--- src/rtl/ab_net_pipe.sv ---
// Two-stage valid/ready pipeline evaluating LANES parallel A/B/NET/feedback bit functions,
// with a saturating count of the 1 bits in every consumed output beat.
module ab_net_pipe #(
    parameter int LANES = 4,
    parameter int CNT_W = 16
) (
    input  logic             clk_i,
    input  logic             rst_ni,
    input  logic             clr_i,
    input  logic             in_valid_i,
    output logic             in_ready_o,
    input  logic [1:0]       in_mode_i,
    input  logic [LANES-1:0] in_x_i,
    input  logic [LANES-1:0] in_y_i,
    output logic             out_valid_o,
    input  logic             out_ready_i,
    output logic [LANES-1:0] out_z_o,
    output logic [CNT_W-1:0] ones_cnt_o,
    output logic             ovf_o
);

    // Sum is widened so a full popcount can never wrap before the saturation compare.
    localparam int SUM_W = CNT_W + $clog2(LANES + 1);
    localparam logic [CNT_W-1:0] CNT_MAX = '1;

    typedef enum logic [1:0] {
        MODE_NET = 2'b00,
        MODE_A   = 2'b01,
        MODE_B   = 2'b10,
        MODE_FB  = 2'b11
    } mode_e;

    logic             s1Valid_q, s1Valid_d;
    mode_e            s1Mode_q, s1Mode_d;
    logic [LANES-1:0] s1X_q, s1X_d;
    logic [LANES-1:0] s1Y_q, s1Y_d;
    logic             s2Valid_q, s2Valid_d;
    logic [LANES-1:0] outZ_q, outZ_d;
    logic [LANES-1:0] fb_q, fb_d;
    logic [CNT_W-1:0] cnt_q, cnt_d;
    logic             ovf_q, ovf_d;

    logic             s2Adv, s1Adv, inAccept, outConsume;
    logic [LANES-1:0] laneZ;
    logic [SUM_W-1:0] popCnt, sum;

    assign s2Adv      = ~s2Valid_q | out_ready_i;
    assign s1Adv      = s1Valid_q & s2Adv;
    assign in_ready_o = ~s1Valid_q | s2Adv;
    assign inAccept   = in_valid_i & in_ready_o;
    assign outConsume = s2Valid_q & out_ready_i;

    always_comb begin
        laneZ = '0;
        for (int i = 0; i < LANES; i++) begin
            case (s1Mode_q)
                MODE_NET: laneZ[i] = s1X_q[i] | ~s1Y_q[i];
                MODE_A:   laneZ[i] = s1X_q[i] & ~s1Y_q[i];
                MODE_B:   laneZ[i] = ~(s1X_q[i] ^ s1Y_q[i]);
                default:  laneZ[i] = s1X_q[i] | ~(s1Y_q[i] ^ fb_q[i]);
            endcase
        end
    end

    // S1 only loads on accept, so a stalled beat keeps its operands and never touches fb.
    always_comb begin
        s1Mode_d = s1Mode_q;
        s1X_d    = s1X_q;
        s1Y_d    = s1Y_q;
        if (inAccept) begin
            s1Mode_d = mode_e'(in_mode_i);
            s1X_d    = in_x_i;
            s1Y_d    = in_y_i;
        end
        s1Valid_d = inAccept | (s1Valid_q & ~s1Adv);
        s2Valid_d = s1Adv | (s2Valid_q & ~out_ready_i);
        outZ_d    = s1Adv ? laneZ : outZ_q;
        fb_d      = fb_q;
        if (clr_i) begin
            fb_d = '0;
        end else if (s1Adv && (s1Mode_q == MODE_FB)) begin
            fb_d = laneZ;
        end
    end

    always_comb begin
        popCnt = '0;
        for (int i = 0; i < LANES; i++) begin
            popCnt = popCnt + SUM_W'(outZ_q[i]);
        end
        sum   = SUM_W'(cnt_q) + popCnt;
        cnt_d = cnt_q;
        ovf_d = ovf_q;
        if (clr_i) begin
            cnt_d = '0;
            ovf_d = 1'b0;
        end else if (outConsume) begin
            if (sum > SUM_W'(CNT_MAX)) begin
                cnt_d = CNT_MAX;
                ovf_d = 1'b1;
            end else begin
                cnt_d = sum[CNT_W-1:0];
            end
        end
    end

    always_ff @(posedge clk_i or negedge rst_ni) begin
        if (!rst_ni) begin
            s1Valid_q <= 1'b0;
            s1Mode_q  <= MODE_NET;
            s1X_q     <= '0;
            s1Y_q     <= '0;
            s2Valid_q <= 1'b0;
            outZ_q    <= '0;
            fb_q      <= '0;
            cnt_q     <= '0;
            ovf_q     <= 1'b0;
        end else begin
            s1Valid_q <= s1Valid_d;
            s1Mode_q  <= s1Mode_d;
            s1X_q     <= s1X_d;
            s1Y_q     <= s1Y_d;
            s2Valid_q <= s2Valid_d;
            outZ_q    <= outZ_d;
            fb_q      <= fb_d;
            cnt_q     <= cnt_d;
            ovf_q     <= ovf_d;
        end
    end

    assign out_valid_o = s2Valid_q;
    assign out_z_o     = outZ_q;
    assign ones_cnt_o  = cnt_q;
    assign ovf_o       = ovf_q;

endmodule
--- config.mk ---
export PLATFORM = sky130hd
export DESIGN_NAME = ab_net_pipe
export DESIGN_NICKNAME = d
export VERILOG_FILES = /design/src/rtl/ab_net_pipe.sv
export SDC_FILE = /design/constraint.sdc
export NUM_CORES = 1
export LEC_CHECK = 0
export ABC_AREA = 1
export BUFFER_PORTS_ARGS = -buffer_cell sky130_fd_sc_hd__buf_2
export CORE_MARGIN = 2
export CORE_UTILIZATION = 45
export CTS_BUF_LIST = sky130_fd_sc_hd__clkbuf_4 sky130_fd_sc_hd__clkbuf_8
export DETAILED_ROUTE_END_ITERATION = 10
export PLACE_DENSITY = 0.66
export SYNTH_ARGS = -nofsm -noshare
export SYNTH_HDL_FRONTEND = slang
export SYNTH_SLANG_ARGS = --single-unit
--- constraint.sdc ---
create_clock -name clk_i -period 7.05 [get_ports clk_i]
set_clock_uncertainty 0.2 [all_clocks]
set_input_delay 0.3525 -clock clk_i [delete_from_list [all_inputs] [get_ports clk_i]]
set_output_delay 0.3525 -clock clk_i [all_outputs]
set_load 0.02 [all_outputs]
==> results.md <==
* Mean routed wirelength per cell at 12.0 um
* Tmin final at about 2900 ps
* Max frequency at 350 MHz
* Most frequent cells in the layout: nand2_1 (76), nand3_1 (37), dfrtp_1 (37), buf_2 (37), inv_1 (35)
* Initial DRC Count at 88
* Detailed Routing Iterations Pass 1 at 4
* Final cell count without fillers at 387
* Final wirelength at 4.66 mm
* Die X at between 70 and 80 um
* Root Driver: clkbuf_8
* Vias per cell at slightly below 5
* ANT cells at 0
* Overflow after GRT at 0
* Max-cap violations at 0
* Initial antenna violation count at 0
* Antenna viol nets, final at 0
* Sw frac at a little over a third
* CTS resizes at 0
* Drc violations at 0
* WP data arrival at approximately 2900 ps
* Number of cell rows at 25
* Largest stage delay, worst path at about 540 ps
* RSZ-0062 raised after global routing: no
* Post-route cell area at between 2000 and 3000 um2
* Crit path max-delay family: adder cells
* Max-slew violation count at 0
* Register share of total power at between 40 and 50%
* P_int at 386 uW
* Worst r2r src: out_z_o[0]$_DFFE_PN0P_
* Synth unique cells at 29
* Die extent in y at between 70 and 80 um
* Crit path capture type: register
* Comb power frac at a little under a third
* Post-synthesis instance area at between 2000 and 2500 um2
* Crit path max-delay cell type: fa_1
* Power share of the clock group at between 20% and 30%
* Initial Util at 46.5%
* Cell count after synthesis at 279
* First-pass GRT wire length at roughly 8.0 mm
* Worst hold start: in_x_i[1]
* Die ar. at 5450 um2
* Switch Pwr at about 210 uW
* Leak at between 0.001 and 0.0015 uW
* Status: finished clean
* H-tree depth at 2
* Crit path max fanout at 16
* Share of layout cells above drive strength 1 at slightly below 20%
* Total GRT Usage at roughly a fifth
* Dpl cells at ~380
* Most common cell after layout, fill and taps aside: nand2_1
* Seq cells post-synth at 37
* Crit path launch: out_z_o[0]$_DFFE_PN0P_
* Largest net degree at the start of global routing at 38
* IO buf count at 37
* Syn Nets at between 300 and 400
* Slew headroom at 44.5%
* Setup TNS Final at 0 ps
* Clk buf depth at 2
* Layout Nets at roughly 350
* Clock sinks at 37
* Crit Path Class: reg2reg
* P&R area growth vs syn at 15.6%
* Final hold viol count at 0
* Syn Area/Cell at roughly 8 um2
* Vias at between 1500 and 2000
* Final period util at about two fifths
* Vias in the first global route at roughly 1800
* Core Box Area at 4720 um2
* PD cells at ~240 nW/um2
* Area after DPL at roughly 2400 um2
* CTS tree: built
* Post-synth top area cell: dfrtp_1
* Critical path data required time at 7070 ps
* Pwr Total at ~600 uW
* Top cells by area, synth: dfrtp_1 (42%), nand2_1 (13%), nand3_1 (8.4%), inv_1 (6.0%), ha_1 (5.1%)
* Worst min-delay path class: in2reg
* Clk Latency, worst-skew pair at approximately 280 ps
* Post-synth top area share at a little over two fifths
* Dpl hpwl at 3.44 mm
* GPL Wtd Cong at slightly above 0.8
* Worst-path clk slew at roughly 70 ps
* Final number of setup-violating endpoints at 0
* Crit path buffers/inverters at 3
* WHS at about 92 ps
* Worst Max-Slew Pin Slew at about 830 ps
* Critical-path cell list: fa_1 -> inv_1 -> fa_1 -> inv_1 -> fa_1 -> nand2_2 -> nor2_2 -> nand3_2 -> nor2_4 -> nand3_4 -> nand2_1 -> inv_1 -> nand2_1
* Max VDD drop at approximately 0.12 mV
* TritonCTS Buffers at 5
* Synth warnings at 0
* IO Count at 38
* Number of post-CTS setup repair buffers at 0
* Startpoint type of the worst setup path: register
* Sequential area share after synthesis at a little over two fifths
state kept, by name, summed over array words and instances (netlist names):
| name | cells |
|---|---|
| fb_q | 4 |
| ones_cnt_o | 16 |
| out_valid_o | 1 |
| out_z_o | 4 |
| ovf_o | 1 |
| s1Mode_q | 2 |
| s1Valid_q | 1 |
| s1X_q | 4 |
| s1Y_q | 4 |
through the flow:
stage / worst slack, ps / utilization (%)
final: 4200 / 53.7
after global routing: 3980 / 53.7
after CTS: 4160 / 53.7
after detailed placement: 4190 / 51.6
after global placement: 4260 / 51.6
after floorplan: 4330 / -
worst reg2reg max path: cells and delay by family, from the launching register on:
family	cells	cell delay, ps
fa+ha+maj	3	1160
buf+inv	3	200
flops	1	420
simple gates	7	840
what timing repair did:
item / in CTS / in global routing
hold endpoints to repair: 5 / 0
hold buffers: 1 / 0
setup endpoints to repair: 0 / 0
cells by family (layout without fill, tap and decap cells):
kind of cell    count (synthesis)  count (layout)  share of synthesized area (%)
fa+ha+maj                      12              12                           7.86
compound gates                 31              31                           8.43
flops                          37              37                           42.2
buf+inv                        42              83                           7.64
simple gates                  153             153                           31.9
mux                             4               4                           2.05
power by group through the flow:
stage                     Clock (uW)  Combinational (uW)  Sequential, uW
final                            152                 179             267
after CTS                        160                 184             267
after global routing             167                 213             272
after floorplan                    0                 111             285
after detailed placement           0                 183             271
after global placement             0                 177             269
area by class of cell:
class / instances / area (um2)
Clock inverter: 1 / 7.51
Multi-Input combinational cell: 200 / 1100
Inverter: 37 / 139
Fill cell: 461 / 2190
Sequential cell: 37 / 926
Tap cell: 67 / 83.8
Clock buffer: 7 / 83.8
Timing Repair Buffer: 38 / 195
synth_stat cells:
cell type / number
nand2_1: 76
dfrtp_1: 37
nand3_1: 37
inv_1: 35
nor2_1: 22
o21ai_0: 10
a21oi_1: 9
ha_1: 9
nand3_2: 5
nand4_1: 5
mux2_2: 4
o22ai_1: 4
fa_1: 3
o21bai_1: 3
buf_2: 2
clkbuf_1: 2
nand2_2: 2
nor2_2: 2
o211ai_1: 2
a21oi_2: 1
a31oi_1: 1
buf_6: 1
clkinv_1: 1
inv_2: 1
nand3_4: 1
nor2_4: 1
nor3_1: 1
o211ai_2: 1
or2_0: 1
path summary, 6_finish.rpt:
| path | endpoint | slack, ps | cells after the start |
|---|---|---|---|
| max | ones_cnt_o[15]$_DFFE_PN0P_ | 4200 | 13 |
| min | s1X_q[1]$_DFFE_PN0P_ | 90 | 2 |
| max reg2reg | ones_cnt_o[15]$_DFFE_PN0P_ | 4200 | 13 |
| min reg2reg | ovf_o$_DFFE_PN0P_ | 280 | 2 |
| max in group asynchronous | s1Mode_q[1]$_DFFE_PN0P_ | 5620 | 2 |
| min in group asynchronous | ones_cnt_o[6]$_DFFE_PN0P_ | 510 | 2 |
routing by layer:
layer | GRT usage [%] | up-vias | share of wire, %
li1 | - | 986 | -
met5 | 0 | - | 0
met4 | 5.86 | 0 | 0.77
met3 | 4.12 | 4 | 3.4
met1 | 22.0 | 884 | 44
met2 | 34.0 | 35 | 52
Power figures use the tool's default switching activity.
